File: src/rtl/mem_arb_pkg.sv
// Shared types for the unified memory-port arbiter: FSM states, grant source
// encoding and the byte-enable pattern used for full-word instruction fetches.
package mem_arb_pkg;

  typedef enum logic [1:0] {
    StIdle,
    StIfBus,
    StMemBus,
    StResp
  } arb_state_e;

  typedef enum logic {
    SrcIf,
    SrcMem
  } arb_src_e;

  localparam logic [3:0] FetchBe = 4'hF;

endpackage

File: src/rtl/arb_watchdog.sv
// Bus watchdog: counts cycles while enabled and flags the TIMEOUT-th cycle.
// The counter is cleared (loaded with zero) whenever the arbiter is not in a
// bus state, so each transaction starts from zero.
module arb_watchdog #(
  parameter int unsigned TIMEOUT = 15
) (
  input  logic clk,
  input  logic reset,
  input  logic clear,
  input  logic enable,
  output logic expired
);

  localparam int unsigned CntW = (TIMEOUT > 1) ? $clog2(TIMEOUT) : 1;
  localparam logic [CntW-1:0] LastCnt = CntW'(TIMEOUT - 1);

  logic [CntW-1:0] cnt_q;

  // Count bus cycles; hold at the last value instead of wrapping
  always_ff @(posedge clk or negedge reset) begin
    if (!reset) begin
      cnt_q <= '0;
    end else if (clear) begin
      cnt_q <= '0;
    end else if (enable && !expired) begin
      cnt_q <= cnt_q + CntW'(1);
    end
  end

  // High during the TIMEOUT-th cycle spent in a bus state
  assign expired = enable && (cnt_q == LastCnt);

endmodule

File: src/rtl/pipe_mem_arbiter.sv
// Arbiter for the single unified memory port shared by the IF and MEM stages.
// One registered bus transaction at a time; a one-cycle done pulse returns the
// read data to the granted stage. MEM has priority (older instruction).
// Optional feature: define PIPE_ARB_STARVE_GUARD_EN to let IF win after
// STARVE_LIMIT consecutive MEM grants made while IF was waiting.
module pipe_mem_arbiter
  import mem_arb_pkg::*;
#(
  parameter int unsigned AW           = 32,
  parameter int unsigned DW           = 32,
  parameter int unsigned TIMEOUT      = 15,
  parameter int unsigned STARVE_LIMIT = 4
) (
  input  logic          clk,
  input  logic          reset,
  input  logic          if_req,
  input  logic [AW-1:0] if_addr,
  output logic [DW-1:0] if_rdata,
  output logic          if_done,
  output logic          if_stall,
  input  logic          mem_req,
  input  logic          mem_we,
  input  logic [3:0]    mem_be,
  input  logic [AW-1:0] mem_addr,
  input  logic [DW-1:0] mem_wdata,
  output logic [DW-1:0] mem_rdata,
  output logic          mem_done,
  output logic          mem_stall,
  output logic          bus_req,
  output logic          bus_we,
  output logic [3:0]    bus_be,
  output logic [AW-1:0] bus_addr,
  output logic [DW-1:0] bus_wdata,
  input  logic [DW-1:0] bus_rdata,
  input  logic          bus_ack,
  output logic          bus_err
);

  arb_state_e state_q;
  arb_src_e   src_q;
  logic       in_bus;
  logic       wd_expired;
  logic       grant_mem;
  logic       grant_if;

  assign in_bus = (state_q == StIfBus) || (state_q == StMemBus);

  arb_watchdog #(
    .TIMEOUT (TIMEOUT)
  ) u_watchdog (
    .clk     (clk),
    .reset   (reset),
    .clear   (!in_bus),
    .enable  (in_bus),
    .expired (wd_expired)
  );

`ifdef PIPE_ARB_STARVE_GUARD_EN
  localparam int unsigned StW = $clog2(STARVE_LIMIT + 1);

  logic [StW-1:0] starve_q;
  logic           if_favoured;

  assign if_favoured = if_req && (starve_q == StW'(STARVE_LIMIT));
  assign grant_mem   = mem_req && !if_favoured;
  assign grant_if    = if_req && !grant_mem;

  // Count MEM grants that bypassed a waiting fetch; any IF grant or an
  // uncontended MEM grant restarts the count
  always_ff @(posedge clk or negedge reset) begin
    if (!reset) begin
      starve_q <= '0;
    end else if (state_q == StIdle) begin
      if (grant_mem) begin
        starve_q <= if_req ? starve_q + StW'(1) : '0;
      end else if (grant_if) begin
        starve_q <= '0;
      end
    end
  end
`else
  assign grant_mem = mem_req;
  assign grant_if  = if_req && !mem_req;

  logic unused_starve_limit;
  assign unused_starve_limit = ^STARVE_LIMIT;
`endif

  // Stalls follow the request until the registered done pulse; forced low in reset
  assign if_stall  = reset && if_req && !if_done;
  assign mem_stall = reset && mem_req && !mem_done;

  // Arbitration FSM with registered bus payload, done pulses and read data
  always_ff @(posedge clk or negedge reset) begin
    if (!reset) begin
      state_q   <= StIdle;
      src_q     <= SrcIf;
      bus_req   <= 1'b0;
      bus_we    <= 1'b0;
      bus_be    <= '0;
      bus_addr  <= '0;
      bus_wdata <= '0;
      bus_err   <= 1'b0;
      if_rdata  <= '0;
      if_done   <= 1'b0;
      mem_rdata <= '0;
      mem_done  <= 1'b0;
    end else begin
      if_done  <= 1'b0;
      mem_done <= 1'b0;
      bus_err  <= 1'b0;
      unique case (state_q)
        StIdle: begin
          if (grant_mem) begin
            state_q   <= StMemBus;
            src_q     <= SrcMem;
            bus_req   <= 1'b1;
            bus_we    <= mem_we;
            bus_be    <= mem_be;
            bus_addr  <= mem_addr;
            bus_wdata <= mem_wdata;
          end else if (grant_if) begin
            state_q   <= StIfBus;
            src_q     <= SrcIf;
            bus_req   <= 1'b1;
            bus_we    <= 1'b0;
            bus_be    <= FetchBe;
            bus_addr  <= if_addr;
            bus_wdata <= '0;
          end
        end
        StIfBus, StMemBus: begin
          // An ack in the expiring cycle still wins over the timeout
          if (bus_ack || wd_expired) begin
            state_q <= StResp;
            bus_req <= 1'b0;
            bus_err <= !bus_ack;
            if (src_q == SrcIf) begin
              if_done  <= 1'b1;
              if_rdata <= bus_ack ? bus_rdata : '0;
            end else begin
              mem_done  <= 1'b1;
              mem_rdata <= (bus_ack && !bus_we) ? bus_rdata : '0;
            end
          end
        end
        StResp: begin
          state_q <= StIdle;
        end
        default: begin
          state_q <= StIdle;
        end
      endcase
    end
  end

endmodule

File: config.mk
export PLATFORM = sky130hd
export DESIGN_NAME = pipe_mem_arbiter
export DESIGN_NICKNAME = d
export VERILOG_FILES = /design/src/rtl/mem_arb_pkg.sv /design/src/rtl/arb_watchdog.sv /design/src/rtl/pipe_mem_arbiter.sv
export SDC_FILE = /design/constraint.sdc
export NUM_CORES = 1
export LEC_CHECK = 0
export CORE_MARGIN = 2
export CORE_UTILIZATION = 30
export DETAILED_ROUTE_END_ITERATION = 8
export SKIP_LAST_GASP = 1
export SYNTH_ARGS = -nofsm -noshare
export SYNTH_HDL_FRONTEND = slang
export SYNTH_SLANG_ARGS = --single-unit
File: constraint.sdc
create_clock -name clk -period 1.6 [get_ports clk]
set_input_delay 0.24 -clock clk [delete_from_list [all_inputs] [get_ports clk]]
set_output_delay 0.24 -clock clk [all_outputs]
set_load 0.005 [all_outputs]
After elaboration in Yosys (flattened, before gate mapping)

Cells that the tools add are included.

Reductions and logical operators: 25
Bitwise logic cells: 1
Multiplexer cells: 29
Divide/modulo/power cells: 0
Magnitude comparators: 0
Shift operators: 0
Multiply operators: 0
Eq/ne operators: 7
$add $sub $neg: 1

Operators by type and width:

| cell                                                             | count |
|---|---|
| 32-bit 2-to-1 mux                                                | 6 |
| 4-bit 2-to-1 mux                                                 | 4 |
| 1-bit 2-to-1 mux                                                 | 14 |
| 3-bit AND reduction                                              | 3 |
| 1-bit logical AND                                                | 8 |
| 1-bit zero test                                                  | 6 |
| 2-bit 2-to-1 mux                                                 | 3 |
| 2-bit case mux with 3 select lines                               | 1 |
| 4-bit by 1-bit adder with 4-bit output (second input constant)   | 1 |
| 2-bit == test (second input constant)                            | 2 |
| 4-bit == test (second input constant)                            | 1 |
| 2-bit inequality test (second input constant)                    | 2 |
| 2-bit AND reduction                                              | 2 |
| 2-bit nonzero test                                               | 2 |
| 3-bit inequality test (second input constant)                    | 1 |
| 2-bit by 1-bit == test with 1-bit output (second input constant) | 1 |
| 2-bit zero test                                                  | 1 |
| 1-bit logical OR                                                 | 2 |
| 1-bit case mux with 2 select lines                               | 1 |
| 2-bit OR reduction                                               | 1 |
| 1-bit NOT                                                        | 1 |

Input bits: 138
Bits in latches: 0
Output and inout bits: 139
Register bits after elaboration: 144
Memory bits (read-only): 0
Bits in writable memories: 0
Memories: 0
Word-level logic and storage cells: 76

Depth between registers and ports, before layout

Word-level depth: 7
Mapped depth: 8
Depth with buffers taken out: 5

Cells and area by module

A second synthesis with hierarchy kept.

Cell total of the unflattened synthesis: 566
Area total of the unflattened synthesis: 6013.3 um2

By module, submodules not included:

| module           | cells each | times used | area an instance (um2) | sequential area each (um2) |
|---|---|---|---|---|
| pipe_mem_arbiter | 542        | 1          | 5759.3                 | 3503.4 |
| arb_watchdog     | 24         | 1          | 254.0                  | 100.1 |

Worst setup path after synthesis

Ideal clock, no wire load.

Path type: reg2reg
Start point: reg state_q[0]
End point: reg if_rdata[17]
Data arrival time: 1462 ps
Cell stages (with the launch flop): 8
Path buffers: 2
Library setup time: 121 ps
Path slack: 17 ps
Clock period less this slack: 1583 ps
Data required time: 1479 ps
Path through: dfrtp_1 > inv_1 > ha_1 > nor2b_4 > and2_4 > buf_12 > buf_12 > a22o_1

Longest elaborated chain between the ends: 5
Elaborated cells between the ends (all ways): 7
Classes of those cells: eq/ne (2); reduce/logical (5)

Ends and longest elaborated chain:

| what                                                                             | line                                            | source |
|---|---|---|
| from (decl)                                                                      | pipe_mem_arbiter.sv:39                          | `arb_state_e state_q;` |
| from (signal assigned)                                                           | pipe_mem_arbiter.sv:96                          | `state_q <= StIdle;` |
| from (signal assigned)                                                           | pipe_mem_arbiter.sv:115                         | `state_q <= StMemBus;` |
| from (signal assigned)                                                           | pipe_mem_arbiter.sv:123                         | `state_q <= StIfBus;` |
| 2-bit by 1-bit == test with 1-bit output / 2-bit == test (equally long branches) | pipe_mem_arbiter.sv:46, pipe_mem_arbiter.sv:112 |  |
| 1-bit logical OR                                                                 | pipe_mem_arbiter.sv:46                          | `assign in_bus = (state_q == StIfBus) \|\| (state_q == StMemBus);` |
| 1-bit logical AND                                                                | arb_watchdog.sv:31                              | `assign expired = enable && (cnt_q == LastCnt);` |
| 1-bit logical OR                                                                 | pipe_mem_arbiter.sv:134                         | `if (bus_ack \|\| wd_expired) begin` |
| 3-bit AND reduction (no source line) (*)                                         | -                                               |  |
| to (signal assigned)                                                             | pipe_mem_arbiter.sv:140                         | `if_rdata <= bus_ack ? bus_rdata : '0;` |
| to (decl)                                                                        | pipe_mem_arbiter.sv:18                          | `output logic [DW-1:0] if_rdata,` |

Every way passes the cells marked *; elsewhere a longest branch is shown, timed or not.
A chain may end at the register's enable or synchronous reset.

Final worst setup path

Start point: reg bus_addr[11]
End point: out bus_addr[11]

RTL lines:

| what                   | line                    | source |
|---|---|---|
| from (decl)            | pipe_mem_arbiter.sv:32  | `output logic [AW-1:0] bus_addr,` |
| from (signal assigned) | pipe_mem_arbiter.sv:120 | `bus_addr <= mem_addr;` |
| from (signal assigned) | pipe_mem_arbiter.sv:128 | `bus_addr <= if_addr;` |

No word-level cell between the ends.

==> flow_summary_export.csv <==
group,metric,value,unit
floorplan,start_util,30.4,%
final_layout,diodes,0,
logic_synthesis,ys_warn_count,0,
place,dp_hpwl,12100,um
power_and_ir_drop,ir_drop,0.764,mV
critical_path,crit_chain,"clkdlybuf4s50_1",
final_layout,fin_cells,959,
critical_path,critPathBufInv,1,
route,drc,0,
sta,min_period,1540,ps
critical_path,crit_type,"reg -> out",
global_route,grt_use_total,17.1,%
clocking,ctsLongestPathBuffers,2,
logic_synthesis,yosysMostFrequentCell,"dfrtp_1",
sta,slew_violations,0,
floorplan,die_x,142,um
critical_path,crit_slowest_cell,"clkdlybuf4s50_1",
power_and_ir_drop,total_power,18000,uW
place,place_congestion,0.771,
clocking,cts.sinks,144,
route,viasPerCell,4.85,
logic_synthesis,ys_seq_elements,144,
clocking,clk-insertion-delay-late,420,ps
final_layout,drive_above_1_share,9.24,%
final_layout,nets,853,
clocking,cts_made_buffers,17,
sta,fin_crit_sh,96.5,%
clocking,clk_pin_slew_worst_paths,60,ps
run_status,status,"finished, final reports clean",
flow_run,maxCapViolations,0,
floorplan,fp.dieH,142,um
logic_synthesis,synth_edf_count,0,
sta,tightest_slew,855,ps
route,wl,16800,um
route,drtIter0Drc,188,
logic_synthesis,ys_async_sr_fraction,100,%
critical_path,startpoint_type,"flip-flop",
final_layout,syn2layout_area_growth,65.5,%
global_route,grt_pass1_vias,4859,
sta,fmax,0.648,GHz
critical_path,cp.required,1360,ps
logic_synthesis,avgSynthCellArea,13.4,um2
route,vias,4650,
logic_synthesis,ys_top_cells_by_count,"dfrtp_1 (144), a22o_1 (97), nand2_1 (38), o21ai_1 (33), mux2i_1 (32)",
place,placed_cells,924,
global_route,grt_max_degree,79,
power_and_ir_drop,p_leak,0.00425,uW
route,routedWlPerCell,17.5,um
logic_synthesis,syn_area,0.00568,mm2
clocking,tritoncts,"built",
place,io_buffers,276,
sta,tns,0,ps
critical_path,endpoint_kind,"output pin",
logic_synthesis,synth_top_area_cell,"dfrtp_1",
critical_path,cp.arrival,1300,ps
sta,relSlewSlack,43.0,%
floorplan,coreArea,0.0186,mm2
sta,skew,5.07,ps
clocking,ctsHtreeMaxLevel,4,
min_path,hp-class,"in -> async",
route,final_antenna_net_count,0,
global_route,grt_pass1_wl,26400,um
critical_path,cp_top_family,"buffers and inverters",
logic_synthesis,synth.top_cell.area_share,63.5,%
logic_synthesis,netlist_instances,423,
global_route,grt-ovfl-total,0,
route,dr.pass1.iters,4,
power_and_ir_drop,powerDensity,1920,mW/mm2
sta,hold_viol_final,0,
critical_path,cp_max_fo,2,
logic_synthesis,synth_cell_type_count,37,
global_route,antenna_found_initial,1,
clocking,clockRootBuffer,"clkbuf_16",
logic_synthesis,yosysSeqAreaShare,63.5,%
logic_synthesis,synth_ff_type,"dfrtp_1",
logic_synthesis,syn-num-nets,564,
logic_synthesis,yosys-top-cells-area,"dfrtp_1 (63%), a22o_1 (15%), mux2i_1 (5.6%)",
floorplan,num_rows,50,
critical_path,cpPeakStageDelay,530,ps
floorplan,dieArea,0.0200,mm2
floorplan,io-pin-count,277,
sta,setup_violations,0,
## timing repair
item                                    CTS  global route
pin swaps                                 1             0
gates resized for setup                   5             9
gates cloned                              1             0
endpoints found under the setup margin   31           107
setup buffers                             0             1
hold buffers                              1             0
endpoints found under the hold margin    78             0
## path summary, 6_finish.rpt
path | slack [ps] | start | end | depth (start not counted)
setup / recovery | 60 | bus_addr[11]$_DFFE_PN0P_ | bus_addr[11] | 1
hold / removal | 50 | reset | mem_rdata[15]$_DFFE_PN0P_ | 2
setup reg to reg | 90 | state_q[1]$_DFFE_PN0P_ | if_rdata[0]$_DFFE_PN0P_ | 6
hold reg to reg | 480 | bus_addr[20]$_DFFE_PN0P_ | bus_addr[20]$_DFFE_PN0P_ | 2
max in group asynchronous | 770 | reset | bus_wdata[5]$_DFFE_PN0P_ | 3
min in group clk | 370 | mem_req | bus_req$_DFFE_PN0P_ | 4
## metrics by stage
stage	setup WS (ps)	util (%)	hold slack (ps)	area, um2
after floorplan	17.3	-	-55.6	5680
after global placement	-14.6	47.1	317	8780
after detailed placement	-10.9	47.1	318	8780
after CTS	1.56	50.2	71.8	9360
after global routing	-2.11	50.4	113	9400
final	56.7	50.4	52.1	9400
## area by class of cell
cell class	instances	area [um2]
clock buffer	21	460
clock inverter	11	106
fill	1644	9250
inverter	6	22.5
multi-input combinational	241	1820
sequential	144	3600
tap	234	293
timing repair buffer	302	3090
## logic make-up (layout without fill, tap and decap cells)
kind of cell | after synthesis | in the layout | synth area share (%)
AO/OA/AOI/OAI | 148 | 148 | 20.3
flip-flops | 144 | 144 | 63.5
AND/OR/NAND/NOR | 56 | 57 | 4.69
buffers and inverters | 39 | 340 | 5.03
multiplexers | 32 | 32 | 5.64
adder cells (fa/ha/maj) | 3 | 3 | 0.661
XOR/XNOR | 1 | 1 | 0.154
## per-layer routing
layer | vias up | global-route usage [%] | routed length, um
met2 | 229 | 27.0 | 7840
met4 | 0 | 5.63 | 208
met3 | 16 | 5.77 | 1480
li1 | 2143 | - | -
met1 | 2262 | 22.1 | 7280
met5 | - | 0 | 0
## where the power goes
part	internal, uW	leakage (uW)	switching [uW]
combinational	4980	0.00217	2920
clock	2230	0.000270	1560
sequential	5350	0.00181	975
total	12600	0.00425	5460
## cells in the final DEF, fill, tap and decap left out, types with 2 or more instances in the layout
master,synthesis,final
nand3_1,2,2
o22a_1,4,4
inv_1,4,4
dlymetal6s2s_1,0,7
inv_6,0,2
clkinv_4,0,3
nor2_1,4,4
o21ai_0,2,2
mux2i_1,32,32
dfrtp_1,144,144
buf_12,4,10
a22o_1,97,97
a31oi_1,3,3
inv_2,2,2
o21ai_1,33,33
a21oi_1,2,2
nor2b_1,2,2
ha_1,3,2
clkbuf_1,6,2
dlygate4sd2_1,0,4
nand2_1,38,38
clkbuf_16,0,17
buf_4,3,15
clkinvlp_4,0,3
clkdlybuf4s50_1,0,263
nor3_1,2,2
clkbuf_8,0,2
clkinv_2,0,2
and2_4,1,2
## state kept, by name, indices dropped and copies added (netlist names)
register and count:
bus_req 1, bus_err 1, bus_wdata 32, mem_rdata 32, if_done 1, u_watchdog.cnt_q 4
state_q 2, bus_be 4, src_q 1, bus_we 1, bus_addr 32, mem_done 1
if_rdata 32
No activity file was read; power rests on OpenSTA's default activity.
